$ cat config.mk
export PLATFORM = sky130hd
export DESIGN_NAME = pe_ctx_sequencer
export DESIGN_NICKNAME = d
export VERILOG_FILES = /design/src/rtl/pe_ctx_sequencer.sv
export SDC_FILE = /design/constraint.sdc
export NUM_CORES = 1
export LEC_CHECK = 0
export ABC_AREA = 0
export CAP_MARGIN = 20
export CORE_ASPECT_RATIO = 1.2
export CORE_MARGIN = 2
export CORE_UTILIZATION = 63
export DETAILED_ROUTE_END_ITERATION = 6
export DONT_BUFFER_PORTS = 1
export PLACE_DENSITY = 0.84
export SLEW_MARGIN = 20
export SYNTH_ARGS = -nofsm -noshare
export SYNTH_HDL_FRONTEND = slang
export SYNTH_SLANG_ARGS = --single-unit
export TNS_END_PERCENT = 30
$ cat constraint.sdc
create_clock -name clk -period 6.1 [get_ports clk]
set_input_delay 1.83 -clock clk [delete_from_list [all_inputs] [get_ports clk]]
set_output_delay 1.83 -clock clk [all_outputs]
set_load 0.1 [all_outputs]
$ cat src/rtl/pe_ctx_sequencer.sv
// Configuration-context sequencer: loads a burst of PE instruction words, then replays them for N loops (or forever).
// Latency: entry 0 appears on inst_out one cycle after the run-acceptance edge; done is registered one cycle after the last issue.
// Backpressure: stall freezes issue while running (no valid, pointers hold); abort returns to IDLE from any state.
module pe_ctx_sequencer #(
    parameter int INST_W = 48,
    parameter int DEPTH  = 16,
    parameter int ITER_W = 16,
    localparam int AW = $clog2(DEPTH),
    localparam int LW = $clog2(DEPTH + 1)
) (
    input  logic              clk,
    input  logic              rst,
    input  logic [INST_W-1:0] PE_inst,
    input  logic              init,
    input  logic              run,
    input  logic [ITER_W-1:0] iters,
    input  logic              stall,
    input  logic              abort,
    output logic [INST_W-1:0] inst_out,
    output logic              inst_valid,
    output logic [AW-1:0]     ctx_idx,
    output logic [ITER_W-1:0] iter_cnt,
    output logic              busy,
    output logic              done,
    output logic              load_err
);

    typedef enum logic [1:0] {
        S_IDLE = 2'd0,
        S_LOAD = 2'd1,
        S_RUN  = 2'd2,
        S_DONE = 2'd3
    } state_e;

    state_e state_q, state_d;

    logic [LW-1:0]     wr_ptr_q, wr_ptr_d;
    logic [LW-1:0]     ctx_len_q, ctx_len_d;
    logic [AW-1:0]     rd_ptr_q, rd_ptr_d;
    logic [ITER_W-1:0] iter_cnt_q, iter_cnt_d;
    logic [ITER_W-1:0] iters_q, iters_d;
    logic [INST_W-1:0] inst_out_q, inst_out_d;
    logic [AW-1:0]     ctx_idx_q, ctx_idx_d;
    logic              inst_valid_q, inst_valid_d;
    logic              done_q, done_d;
    logic              load_err_q, load_err_d;

    // Context storage has no reset; only entries below ctx_len are ever read.
    logic [INST_W-1:0] ctx_mem [DEPTH];
    logic              mem_we;
    logic [AW-1:0]     mem_waddr;

    logic ctx_nonempty;
    logic load_room;
    logic last_entry;
    logic last_issue;

    assign ctx_nonempty = (ctx_len_q != '0);
    assign load_room    = (wr_ptr_q < LW'(DEPTH));
    assign last_entry   = (LW'(rd_ptr_q) == (ctx_len_q - LW'(1)));
    // Final issue of a bounded run: last entry of iteration iters-1.
    assign last_issue   = last_entry && (iters_q != '0) &&
                          (iter_cnt_q == (iters_q - ITER_W'(1)));

    // State register.
    always_ff @(posedge clk or negedge rst) begin
        if (!rst) begin
            state_q <= S_IDLE;
        end else begin
            state_q <= state_d;
        end
    end

    // Next-state selection; abort overrides every other request.
    always_comb begin
        state_d = state_q;
        if (abort) begin
            state_d = S_IDLE;
        end else begin
            case (state_q)
                S_IDLE: begin
                    if (init) begin
                        state_d = S_LOAD;
                    end else if (run && ctx_nonempty) begin
                        state_d = S_RUN;
                    end
                end
                S_LOAD: begin
                    if (!init) begin
                        state_d = S_IDLE;
                    end
                end
                S_RUN: begin
                    if (!stall && last_issue) begin
                        state_d = S_DONE;
                    end
                end
                S_DONE: begin
                    state_d = S_IDLE;
                end
            endcase
        end
    end

    // Output and datapath next values for the current state.
    always_comb begin
        busy         = (state_q == S_RUN);
        wr_ptr_d     = wr_ptr_q;
        ctx_len_d    = ctx_len_q;
        rd_ptr_d     = rd_ptr_q;
        iter_cnt_d   = iter_cnt_q;
        iters_d      = iters_q;
        inst_out_d   = inst_out_q;
        ctx_idx_d    = ctx_idx_q;
        inst_valid_d = 1'b0;
        done_d       = 1'b0;
        load_err_d   = load_err_q;
        mem_we       = 1'b0;
        mem_waddr    = '0;
        if (abort) begin
            // An interrupted load still commits whatever was written.
            if (state_q == S_LOAD) begin
                ctx_len_d = wr_ptr_q;
            end
        end else begin
            case (state_q)
                S_IDLE: begin
                    if (init) begin
                        mem_we     = 1'b1;
                        mem_waddr  = '0;
                        wr_ptr_d   = LW'(1);
                        load_err_d = 1'b0;
                    end else if (run && ctx_nonempty) begin
                        iters_d    = iters;
                        rd_ptr_d   = '0;
                        iter_cnt_d = '0;
                    end
                end
                S_LOAD: begin
                    if (init) begin
                        if (load_room) begin
                            mem_we    = 1'b1;
                            mem_waddr = wr_ptr_q[AW-1:0];
                            wr_ptr_d  = wr_ptr_q + LW'(1);
                        end else begin
                            load_err_d = 1'b1;
                        end
                    end else begin
                        ctx_len_d = wr_ptr_q;
                    end
                end
                S_RUN: begin
                    if (!stall) begin
                        inst_out_d   = ctx_mem[rd_ptr_q];
                        ctx_idx_d    = rd_ptr_q;
                        inst_valid_d = 1'b1;
                        if (last_entry) begin
                            rd_ptr_d   = '0;
                            iter_cnt_d = iter_cnt_q + ITER_W'(1);
                        end else begin
                            rd_ptr_d = rd_ptr_q + AW'(1);
                        end
                    end
                end
                S_DONE: begin
                    done_d = 1'b1;
                end
            endcase
        end
    end

    // Datapath and registered outputs.
    always_ff @(posedge clk or negedge rst) begin
        if (!rst) begin
            wr_ptr_q     <= '0;
            ctx_len_q    <= '0;
            rd_ptr_q     <= '0;
            iter_cnt_q   <= '0;
            iters_q      <= '0;
            inst_out_q   <= '0;
            ctx_idx_q    <= '0;
            inst_valid_q <= 1'b0;
            done_q       <= 1'b0;
            load_err_q   <= 1'b0;
        end else begin
            wr_ptr_q     <= wr_ptr_d;
            ctx_len_q    <= ctx_len_d;
            rd_ptr_q     <= rd_ptr_d;
            iter_cnt_q   <= iter_cnt_d;
            iters_q      <= iters_d;
            inst_out_q   <= inst_out_d;
            ctx_idx_q    <= ctx_idx_d;
            inst_valid_q <= inst_valid_d;
            done_q       <= done_d;
            load_err_q   <= load_err_d;
        end
    end

    // Context buffer write port.
    always_ff @(posedge clk) begin
        if (mem_we) begin
            ctx_mem[mem_waddr] <= PE_inst;
        end
    end

    assign inst_out   = inst_out_q;
    assign inst_valid = inst_valid_q;
    assign ctx_idx    = ctx_idx_q;
    assign iter_cnt   = iter_cnt_q;
    assign done       = done_q;
    assign load_err   = load_err_q;

endmodule
-- After elaboration in Yosys (flattened, before gate mapping)
Memory sizes are Yosys's and may differ from the RTL's. A register that Yosys moved wholly into a read port is not among the register bits.
Cells that the tools add are included.
- output and inout bits: 72
- memory bits (writable): 768
- logic and storage cells: 100
- flip-flop bits (word level): 55
- input bits: 70
- memories: 1
- memories (name ; words ; bits a word ; read ports ; clocked after memory_dff ; wr ports ; RTL line ; RTL):
    ctx_mem ; 16 ; 48 ; 1 ; 1 ; 1 ; 49 ; logic [INST_W-1:0] ctx_mem [DEPTH];
- reduce and logical (&&, ||, !) cells: 19
- order comparisons: 1
- bitwise operators: 3
- $add $sub $neg: 5
- eq/ne operators: 17
- muxes and demuxes: 44
- operators with widths (operator ; number):
    $mux W16 ; 4
    $mux W5 ; 7
    $mux W4 ; 8
    $pmux W16 S2 ; 1
    $add A16 B1 Y16 const B ; 1
    $eq A16 B16 Y1 ; 1
    $reduce_bool A16 Y1 ; 1
    $sub A16 B1 Y16 const B ; 1
    $reduce_and A5 Y1 ; 3
    $mux W1 ; 14
    $ne A2 B2 Y1 const B ; 7
    $mux W2 ; 5
    $pmux W5 S2 ; 1
    $pmux W2 S4 ; 1
    $pmux W4 S2 ; 1
    $reduce_and A3 Y1 ; 2
    $reduce_and A6 Y1 ; 1
    $add A5 B1 Y5 const B ; 1
    $eq A4 B5 Y1 ; 1
    $lt A5 B5 Y1 const B ; 1
    $reduce_bool A5 Y1 ; 1
    $sub A5 B1 Y5 const B ; 1
    $add A4 B1 Y4 const B ; 1
    $eq A2 B2 Y1 const B ; 2
    other kinds (13) ; 22

-- Depth between registers and ports, before layout
Gate-level depths: netlist of run 1.
- depth in word-level cells: 8
- gate-level depth with buffers: 9
- gate-level depth less buffers: 8

-- Least setup slack after synthesis of run 1
OpenSTA, ideal clock, no wires.
- kind: input to register
- from: input abort
- to: memory ctx_mem[2][0] (enable)
- path buffers: 0
- path slack: -0.562 ns
- arrival: 6.149 ns
- cell stages on the path: 4
- required time: 5.588 ns
- library setup time: 0.512 ns
- cell sequence: nand2b_1 nor4b_1 nand3b_1 nor3_1
- cells in the longest elaborated chain, start to end: 3
- elaborated cells on any way between the ends: 4
- those cells by class: 4 x mux
- ends and longest elaborated chain (what ; RTL line ; RTL):
    start, declared ; 18 ; input logic abort,
    $mux W1 ; 120 ; if (abort) begin
    $mux W1 ; 201 ; if (mem_we) begin
    $mux W1 (implied by the code) ; 202 ; ctx_mem[mem_waddr] <= PE_inst;
    end, declared ; 49 ;
Parallel ways exist; a longest one is shown, timed or not.

-- Worst setup path after layout of run 1
- from: input abort
- to: memory ctx_mem[5][5] (enable)
Same word-level chain as after synthesis.

==> key figures, run 1 <==
Layout
  – Highest-count cells in the layout ignoring fill and taps: sky130_fd_sc_hd__edfxtp_1 (768), sky130_fd_sc_hd__mux4_2 (240), sky130_fd_sc_hd__dfrtp_1 (99)
  – Post-layout instance area: 37600 um2
  – Fillers: 2826
  – Most common library cell in the layout ignoring fill and taps: sky130_fd_sc_hd__edfxtp_1
  – Utilization of the core after routing: 0.703
  – Total inserted antenna cells: 0
  – Final layout net count: 1648
  – Area growth from synthesis to final layout: 10.9%
  – Fraction of layout cells with a size suffix above 1: 0.308

Timing
  – FMAX: 248 MHz
  – Setup Total Neg Slack: 0 ps
  – Final critical-path required period: 4040 ps
  – Actual transition at the worst max-transition pin: 1180 ps
  – Hold WS: 556 ps
  – Final worst-path cycle share: 0.662
  – Headroom to the max-slew limit: 0.216
  – Final setup vio count: 0
  – RSZ-0062 raised after global routing: false
  – Worst clock skew: 31.0 ps
  – Final Slew Violations: 0
  – Final Hold Vio Count: 0

Clocking
  – Number of clock sinks: 871
  – # resized after CTS: 0
  – H-tree level count: 3
  – Setup Buffers After CTS: 0
  – Insertion delay to the later sink of the worst-skew pair: 630 ps
  – Total of hold buffers inserted after clock tree synthesis: 0
  – Clock-pin slew of the registers on the worst-case setup and hold paths: 60 ps
  – TritonCTS clock tree: built
  – Maximum count of clock buffers along a single path: 3
  – Root buffer selected by CTS: sky130_fd_sc_hd__clkbuf_16
  – Clock buffer count from CTS: 79

Yosys
  – Leading cell types by total area after synthesis: sky130_fd_sc_hd__edfxtp_1 (68%), sky130_fd_sc_hd__mux4_2 (16%), sky130_fd_sc_hd__dfrtp_1 (7.6%)
  – Avg Cell Area, Syn: 22.1 um2
  – Library cells used by synthesis: 59
  – Post-synth EDFFs: 768
  – Cell count after synthesis: 1536
  – Yosys top cell area share: 0.681
  – Synth Warn #: 0
  – Post-synth top flop: sky130_fd_sc_hd__edfxtp_1
  – Share of the yosys chip area belonging to registers: 0.757
  – Netlist area before placement: 33900 um2
  – Cell taking the most area after synthesis: sky130_fd_sc_hd__edfxtp_1
  – Synthesized netlist net count: 1613
  – FFs w/ async S/R, synth: 0.118
  – Synthesized flop and latch total: 871

Critical path
  – Critical path peak fanout: 30
  – Kind of cell adding the most delay to the critical path: simple AND/OR/NAND/NOR gates
  – Sort of element at the end of the critical path: flop
  – Type of the worst setup path: in -> reg
  – Ordered cell list for the critical path: nand2b_1 -> nor4b_1 -> buf_4 -> nand3b_1 -> nor2_4 -> buf_4
  – Startpoint type of the worst setup path: primary input
  – Data required time at the worst endpoint: 6380 ps
  – Worst Path Arrival: 4320 ps
  – CP peak stage delay: 920 ps
  – Most frequent cell on the critical path: sky130_fd_sc_hd__buf_4
  – Slowest cell on the critical path: sky130_fd_sc_hd__nor2_4
  – CP Buf/Inv Count: 2

Pwr
  – Cell-internal power: 10.4 mW
  – Combinational power share: 0.099
  – Portion of total power attributed to the clock network: 0.347
  – Proportion of power drawn by flip-flops and latches: 0.554
  – Ratio of total power to cell area: 398 nW/um2
  – Net switching component of the power: 4.49 mW
  – Total chip power: 14.9 mW
  – Lkg Pwr: 11.8 nW
  – Switching power as a share of total power: 0.301
  – Maximum resistive drop on vdd: 0.286 mV

Detailed routing
  – Overall via count from detail_route: 16254
  – ANT nets after route: 0
  – Iteration-0 DRC Markers: 2091
  – # DRC: 4
  – Total Routed Length: 80200 um
  – DR WL/cell: 34.1 um
  – Via count normalized by instance count: 6.92
  – First-pass detailed-route iteration total: 7

GRT
  – Initial antenna violation count: 2
  – Wire length of the first global-routing pass: 117000 um
  – Number of global-route vias before repair: 16991
  – Remaining Overflow, GRT: 0
  – Total global-route track usage: 0.295
  – Layer with the highest usage after global routing: met2
  – Largest net degree at the start of global routing: 104
  – Global routing met3 resource utilization: 0.0620
  – GR Layer Usage met1: 0.374
  – Met2 Resource Use GR: 0.504

Floorplan
  – Vertical extent of the die: 258 um
  – Count of standard-cell rows: 93
  – Starting utilization of the core area: 0.634
  – Number of primary I/O pins: 142
  – Core Area: 53400 um2
  – Die Span X: 216 um
  – Total die area: 55600 um2

Place
  – Instance area after placement: 34900 um2
  – Final GP Congestion: 0.878
  – PortBufs: 0
  – Post-DP HPWL: 41900 um

Run
  – Max-cap violations: 0

Status
  – Run status: complete, but fails checks
  – Failing checks: design-rule violations

Hold path
  – Kind of path behind the tightest hold check: reg -> reg
logic make-up (layout without fill, tap and decap cells):
| family | Yosys count | in the layout | synth area share |
|---|---|---|---|
| DFF | 871 | 871 | 0.757 |
| muxes | 310 | 310 | 0.183 |
| and+or+nand+nor | 167 | 167 | 0.0270 |
| buffers and inverters | 95 | 196 | 0.0117 |
| AOI/OAI and AO/OA | 52 | 52 | 0.0101 |
| xor gates and xnor gates | 34 | 34 | 0.00879 |
| adders and majority gates | 7 | 7 | 0.00259 |
Yosys cell counts, types with 2 or more instances:
master / count
sky130_fd_sc_hd__nor4_1: 14
sky130_fd_sc_hd__a211oi_1: 5
sky130_fd_sc_hd__ha_1: 7
sky130_fd_sc_hd__buf_2: 16
sky130_fd_sc_hd__buf_1: 12
sky130_fd_sc_hd__xor2_1: 9
sky130_fd_sc_hd__mux4_2: 240
sky130_fd_sc_hd__edfxtp_1: 768
sky130_fd_sc_hd__a41oi_1: 3
sky130_fd_sc_hd__buf_6: 2
sky130_fd_sc_hd__nand2b_1: 10
sky130_fd_sc_hd__or3_1: 2
sky130_fd_sc_hd__or3_2: 2
sky130_fd_sc_hd__nand4_1: 4
sky130_fd_sc_hd__nor3_1: 12
sky130_fd_sc_hd__nand3_1: 13
sky130_fd_sc_hd__nor2_1: 44
sky130_fd_sc_hd__nor3b_1: 4
sky130_fd_sc_hd__nand4b_1: 2
sky130_fd_sc_hd__nand2_1: 30
sky130_fd_sc_hd__clkbuf_1: 53
sky130_fd_sc_hd__and4_1: 2
sky130_fd_sc_hd__and2_1: 2
sky130_fd_sc_hd__dfrtp_1: 103
sky130_fd_sc_hd__a22o_1: 3
sky130_fd_sc_hd__nor2b_1: 4
sky130_fd_sc_hd__a21oi_1: 6
sky130_fd_sc_hd__nor4b_1: 7
sky130_fd_sc_hd__xnor2_1: 25
sky130_fd_sc_hd__o21ai_0: 21
sky130_fd_sc_hd__nand3b_1: 4
sky130_fd_sc_hd__inv_1: 11
sky130_fd_sc_hd__mux2_2: 69
sky130_fd_sc_hd__or3b_2: 2
worst paths after layout:
path / from / to / slack, ps / cells past startpoint
worst max-delay path: abort / ctx_mem[5][5] / 2060 / 6
worst min-delay path: ctx_len_q[1] / ctx_len_q[1] / 560 / 1
worst max register to register: rd_ptr_q[0] / inst_out[41] / 2630 / 4
worst min register to register: ctx_len_q[1] / ctx_len_q[1] / 560 / 1
max in group asynchronous: rst / inst_out[41] / 5000 / 0
min in group asynchronous: rst / inst_out[15] / 910 / 0
area by class of cell:
class	instances	area [um2]	share of cell area
Tap cell	712	891	0.0237
Inverter	11	41.3	0.00110
Sequential cell	871	25700	0.683
Clock inverter	51	546	0.0145
Timing Repair Buffer	38	310	0.00826
Multi-Input combinational cell	570	7970	0.212
Clock buffer	96	2150	0.0571
through the flow:
step / cells / setup WS (ps)
after global routing: 2349 / 1960
after global placement: 2202 / 1610
after floorplan: 1536 / -551
after detailed placement: 2202 / 1550
after CTS: 2349 / 2100
final: 2349 / 2060
state kept, by name, summed over array words and instances (netlist names), 2 cells and up:
name       flops
ctx_len_q      5
state_q        2
iters_q       16
ctx_idx        4
rd_ptr_q       4
inst_out      48
wr_ptr_q       5
iter_cnt      16
ctx_mem      768
routing by layer:
| layer | vias up | routed length, um |
|---|---|---|
| li1 | 6466 | - |
| met2 | 986 | 42200 |
| met4 | 0 | 3310 |
| met1 | 8643 | 28000 |
| met3 | 159 | 6710 |
| met5 | - | 0 |
worst register-to-register path, stage by stage (launching register included):
cell                      delay (ps)
sky130_fd_sc_hd__dfrtp_4         960
sky130_fd_sc_hd__buf_4           830
sky130_fd_sc_hd__mux4_2          720
sky130_fd_sc_hd__mux4_2          540
sky130_fd_sc_hd__mux2_2          300
power groups by stage:
stage,clock network (mW),registers [mW],logic (mW)
4_1_cts,5.22,8.28,1.48
3_3_place_gp,0,8.38,1.39
6_report,5.18,8.28,1.48
3_5_place_dp,0,8.39,1.44
5_1_grt,5.40,8.31,1.56
2_1_floorplan,0,8.23,1.19
Note: power is estimated with default switching activity, not from simulation.
==> run 2, diff against run 1 <==
- clock period: 6.1 -> 3.9 ns (I/O delays scaled with it)
==> key figures, run 2 (same netlist as run 1, synthesis figures left out) <==
Detailed routing
  – First-pass detailed-route iteration total: 5 (-2)
  – ANT nets after route: 0 (unchanged)
  – Via count normalized by instance count: 6.97 (+0.79%)
  – Overall via count from detail_route: 16557 (+1.9%)
  – Total Routed Length: 79800 um (-0.52%)
  – # DRC: 0 (-4)
  – Iteration-0 DRC Markers: 2224 (+6.4%)
  – DR WL/cell: 33.6 um (-1.6%)

Layout
  – Post-layout instance area: 37900 um2 (+0.98%)
  – Most common library cell in the layout ignoring fill and taps: sky130_fd_sc_hd__edfxtp_1
  – Total inserted antenna cells: 0 (unchanged)
  – Fillers: 2842 (+0.57%)
  – Area growth from synthesis to final layout: 12.0%
  – Final layout net count: 1674 (+1.6%)
  – Highest-count cells in the layout ignoring fill and taps: sky130_fd_sc_hd__edfxtp_1 (768), sky130_fd_sc_hd__mux4_2 (240), sky130_fd_sc_hd__dfrtp_1 (99)
  – Register containing the most flip-flops in the final layout: ctx_mem
  – Utilization of the core after routing: 0.710 (+0.00691)
  – Max reg flops: 768 (unchanged)
  – Fraction of layout cells with a size suffix above 1: 0.317 (+0.00860)

Timing
  – RSZ-0062 raised after global routing: false
  – Final Hold Vio Count: 0 (unchanged)
  – Headroom to the max-slew limit: 0.259 (+0.0436)
  – Final worst-path cycle share: 0.829
  – Smallest setup slack after layout: 666 ps (-1400 ps)
  – Actual transition at the worst max-transition pin: 1110 ps (-65.5 ps)
  – Final setup vio count: 0 (unchanged)
  – Final critical-path required period: 3230 ps
  – Worst clock skew: 30.6 ps (-0.458 ps)
  – Final Slew Violations: 0 (unchanged)
  – Setup Total Neg Slack: 0 ps (unchanged)
  – FMAX: 309 MHz

Place
  – Post-DP HPWL: 40800 um (-2.8%)
  – Setup WS pre-CTS: 710 ps (-844 ps)
  – Instance area after placement: 35300 um2 (+1.2%)
  – Final GP Congestion: 0.880 (+0.26%)
  – PortBufs: 0 (unchanged)

GRT
  – Largest net degree at the start of global routing: 104 (unchanged)
  – Number of global-route vias before repair: 17227 (+1.4%)
  – Total global-route track usage: 0.296 (+0.000805)
  – Remaining Overflow, GRT: 0 (unchanged)
  – Initial antenna violation count: 1 (-1)
  – Wire length of the first global-routing pass: 119000 um (+1.1%)

Critical path
  – CP peak stage delay: 670 ps (-250 ps)
  – Worst Path Arrival: 2060 ps (-2260 ps)
  – Sort of element at the end of the critical path: primary output
  – Ordered cell list for the critical path: nand2b_1 -> inv_1
  – Data required time at the worst endpoint: 2730 ps (-3650 ps)
  – Slowest cell on the critical path: sky130_fd_sc_hd__inv_1
  – Type of the worst setup path: reg -> out
  – Critical path peak fanout: 11 (-63%)
  – Startpoint type of the worst setup path: flop

Clocking
  – Total of hold buffers inserted after clock tree synthesis: 0 (unchanged)
  – TritonCTS clock tree: built
  – Number of clock sinks: 871 (unchanged)
  – Setup Buffers After CTS: 0 (unchanged)
  – H-tree level count: 3 (unchanged)
  – Clock buffer count from CTS: 81 (+2.5%)
  – Maximum count of clock buffers along a single path: 3 (unchanged)
  – Clock-pin slew of the registers on the worst-case setup and hold paths: 60 ps (about the same)
  – Insertion delay to the later sink of the worst-skew pair: 650 ps (+20 ps)
  – # resized after CTS: 0 (unchanged)
  – Root buffer selected by CTS: sky130_fd_sc_hd__clkbuf_16

Pwr
  – Total chip power: 23.3 mW (+56%)
  – Ratio of total power to cell area: 614 nW/um2 (+54%)
  – Lkg Pwr: 12.0 nW (+1.6%)
  – Maximum resistive drop on vdd: 0.461 mV (+61%)

Floorplan
  – Total die area: 55600 um2 (unchanged)
  – Core Area: 53400 um2 (unchanged)
  – Starting utilization of the core area: 0.634 (unchanged)
  – Count of standard-cell rows: 93 (unchanged)
  – Die Span X: 216 um (unchanged)
  – Number of primary I/O pins: 142 (unchanged)
  – Vertical extent of the die: 258 um (unchanged)

Status
  – Run status: finished, final reports clean

Run
  – Max-cap violations: 0 (unchanged)

Hold path
  – Kind of path behind the tightest hold check: in -> async
[run 2: worst paths after layout]
check | from | end | slack, ps | depth (start not counted)
worst max-delay path | state_q[0] | busy | 670 | 2
worst min-delay path | rst | wr_ptr_q[2] | 240 | 0
worst min register to register | ctx_len_q[1] | ctx_len_q[1] | 580 | 1
worst max register to register | iters_q[0] | state_q[0] | 1090 | 8
max in group asynchronous | rst | inst_out[32] | 3410 | 0
min in group clk | ctx_len_q[1] | ctx_len_q[1] | 580 | 1
[run 2: cell type report]
type | instances | area, um2 | area share
Sequential cell | 871 | 25700 | 0.676
Multi-Input combinational cell | 570 | 7990 | 0.211
Clock buffer | 102 | 2170 | 0.0572
Tap cell | 712 | 891 | 0.0235
Timing Repair Buffer | 62 | 716 | 0.0189
Clock inverter | 46 | 468 | 0.0123
Inverter | 11 | 41.3 | 0.00109
[run 2: report_power, final]
part | internal (mW) | total, mW | switching, mW
logic | 1.23 | 2.42 | 1.19
clock network | 4.45 | 7.99 | 3.54
registers | 10.5 | 12.9 | 2.35
[run 2: routing by layer]
| layer | global-route usage | wire length, um | vias up |
|---|---|---|---|
| met5 | 0 | 13 | - |
| met3 | 0.0562 | 7850 | 130 |
| met4 | 0.0912 | 2000 | 2 |
| met2 | 0.494 | 41600 | 1113 |
| met1 | 0.405 | 28300 | 8799 |
| li1 | - | - | 6513 |
[run 2: stage by stage]
stage	instances	hold WS, ps
final	2374	237
after global routing	2374	213
after global placement	2226	528
after detailed placement	2226	532
after CTS	2374	198
after floorplan	1536	503
[run 2: critical path, delay by kind of cell (launching register included)]
kind | cells | cell delay, ps
flip-flops | 1 | 530
buffers and inverters | 1 | 670
AND/OR/NAND/NOR | 1 | 240
==> run 3, diff against run 2 <==
- CORE_UTILIZATION: 63 -> 57
- PLACE_DENSITY: 0.84 -> 0.8
- clock period: 3.9 -> 2.8 ns (I/O delays scaled with it)
==> key figures, run 3 (same netlist as run 1, synthesis figures left out) <==
Detailed routing
  – ANT nets after route: 0 (unchanged)
  – First-pass detailed-route iteration total: 7 (+2)
  – # DRC: 0 (unchanged)
  – Total Routed Length: 80000 um (+0.27%)
  – Iteration-0 DRC Markers: 2148 (-3.4%)
  – Wire length on met2: 42100 um (+1.2%)
  – DR WL/cell: 32.0 um (-4.9%)
  – Overall via count from detail_route: 16481 (-0.46%)
  – Via count normalized by instance count: 6.58 (-5.6%)
  – Highest metal layer used by the detailed router: met4
  – Detailed-routing wirelength on met1: 28000 um (-0.91%)
  – Total length of routed met3 wires: 7010 um (-11%)

Layout
  – Final layout net count: 1719 (+2.7%)
  – Total inserted antenna cells: 0 (unchanged)
  – Highest-count cells in the layout ignoring fill and taps: sky130_fd_sc_hd__edfxtp_1 (768), sky130_fd_sc_hd__mux4_2 (240), sky130_fd_sc_hd__dfrtp_1 (99)
  – Most common library cell in the layout ignoring fill and taps: sky130_fd_sc_hd__edfxtp_1
  – Fillers: 3443 (+21%)
  – Fraction of layout cells with a size suffix above 1: 0.340 (+0.0231)
  – Register containing the most flip-flops in the final layout: ctx_mem
  – Area of the multi-input gates: 8000 um2 (+0.20%)
  – Max reg flops: 768 (unchanged)
  – Sequential standard cell area: 25700 um2 (unchanged)
  – Area growth from synthesis to final layout: 14.7%
  – Post-layout instance area: 38900 um2 (+2.5%)

Floorplan
  – Total die area: 61400 um2 (+10%)
  – Core Area: 58600 um2 (+9.8%)
  – Die Span X: 227 um (+5.0%)
  – Number of primary I/O pins: 142 (unchanged)
  – Vertical extent of the die: 271 um (+5.1%)
  – Count of standard-cell rows: 97 (+4.3%)
  – Starting utilization of the core area: 0.578 (-0.0564)

Critical path
  – Critical path peak fanout: 11 (unchanged)
  – CP peak stage delay: 530 ps (-140 ps)
  – Data required time at the worst endpoint: 1960 ps (-770 ps)
  – Slowest cell on the critical path: sky130_fd_sc_hd__dfrtp_1
  – CP startpoint: state_q[0]
  – Worst r2r dst: state_q[0]
  – Startpoint type of the worst setup path: flop
  – Sort of element at the end of the critical path: primary output
  – Ordered cell list for the critical path: nand2b_1 -> inv_1 -> buf_4
  – Register-to-register setup slack: 280 ps (-810 ps)
  – Worst setup endpoint: busy
  – Type of the worst setup path: reg -> out
  – Worst Path Arrival: 1840 ps (-220 ps)
  – Startpoint of the most critical register-to-register path: iters_q[0]
  – Number of cells on the worst reg-to-reg path: 8 (unchanged)

Timing
  – Actual transition at the worst max-transition pin: 1010 ps (-98.2 ps)
  – Setup Total Neg Slack: 0 ps (unchanged)
  – RSZ-0062 raised after global routing: false
  – Hold WS: -112 ps (-349 ps)
  – FMAX: 373 MHz
  – Final worst-path cycle share: 0.959
  – Final Slew Violations: 0 (unchanged)
  – Final Hold Vio Count: 103 (+103)
  – Final setup vio count: 0 (unchanged)
  – Final critical-path required period: 2680 ps
  – Headroom to the max-slew limit: 0.325 (+0.0654)
  – Worst clock skew: 24.6 ps (-5.97 ps)

Status
  – Failing checks: negative hold slack
  – Run status: complete, but fails checks

Clocking
  – Clock-pin slew of the registers on the worst-case setup and hold paths: 70 ps (about the same)
  – Root buffer selected by CTS: sky130_fd_sc_hd__clkbuf_16
  – H-tree level count: 3 (unchanged)
  – Clock buffer count from CTS: 83 (+2.5%)
  – # resized after CTS: 0 (unchanged)
  – Setup Buffers After CTS: 0 (unchanged)
  – Insertion delay to the later sink of the worst-skew pair: 640 ps (about the same)
  – Number of clock sinks: 871 (unchanged)
  – Maximum count of clock buffers along a single path: 3 (unchanged)
  – TritonCTS clock tree: built

Place
  – Instance area after placement: 36000 um2 (+2.1%)
  – Final GP Congestion: 0.852 (-3.2%)
  – Post-DP HPWL: 42900 um (+5.1%)
  – PortBufs: 0 (unchanged)

Pwr
  – Ratio of total power to cell area: 853 nW/um2 (+39%)
  – Lkg Pwr: 12.4 nW (+3.2%)
  – Maximum resistive drop on vdd: 0.777 mV (+68%)

Run
  – Max-cap violations: 0 (unchanged)

GRT
  – Wire length of the first global-routing pass: 119000 um (+0.16%)
  – Largest net degree at the start of global routing: 104 (unchanged)
  – Total global-route track usage: 0.270 (-0.0258)
  – Initial antenna violation count: 0 (-1)
  – Number of global-route vias before repair: 17745 (+3.0%)
  – Remaining Overflow, GRT: 0 (unchanged)

Hold path
  – Kind of path behind the tightest hold check: in -> async
## run 3: metrics by stage
stage	cells	setup WS, ps	utilization	power [mW]	hold WS [ps]
finish	2503	116	0.663	33.2	-112
global route	2503	55.8	0.663	34.0	-129
CTS	2503	84.5	0.663	33.3	-133
detailed placement	2349	172	0.614	21.7	499
global placement	2349	211	0.614	21.6	496
floorplan	1536	-624	-	20.5	503
## run 3: power breakdown
group	leakage [nW]	total [mW]	internal (mW)	switching (mW)
logic	2.74	4.27	1.90	2.37
registers	8.24	17.3	14.7	2.58
clock network	1.39	11.6	6.73	4.90
total	12.4	33.2	23.3	9.85
## run 3: per-layer routing
metal  up-vias  GRT usage
li1       6620          -
met1      8731      0.343
met2       939      0.460
met3       191     0.0554
met4         0      0.105
met5         -          0
## run 3: critical path: cells and delay by family (launching register included)
| kind | cells | cell delay [ps] |
|---|---|---|
| simple gates | 1 | 240 |
| buf+inv | 2 | 430 |
| flops | 1 | 530 |
## run 3: worst min-delay path by stage
| stage | from | to | slack (ps) | cells past startpoint |
|---|---|---|---|---|
| after detailed placement | inst_out[44] | inst_out[44] | 500 | 1 |
| after global placement | inst_out[1] | inst_out[1] | 500 | 1 |
| final | rst | inst_out[4] | -110 | 0 |
| after global routing | rst | inst_out[4] | -130 | 0 |
| after CTS | rst | inst_out[11] | -130 | 0 |
| after floorplan | ctx_len_q[1] | ctx_len_q[1] | 500 | 1 |
## run 3: area by class of cell
| cell class | instances | share of cell area |
|---|---|---|
| clock inverters | 37 | 0.0111 |
| repair buffers | 105 | 0.0341 |
| well taps | 792 | 0.0255 |
| clock buffers | 117 | 0.0623 |
| flip-flops and latches | 871 | 0.660 |
| inverters | 11 | 0.00106 |
| multi-input cells | 570 | 0.206 |
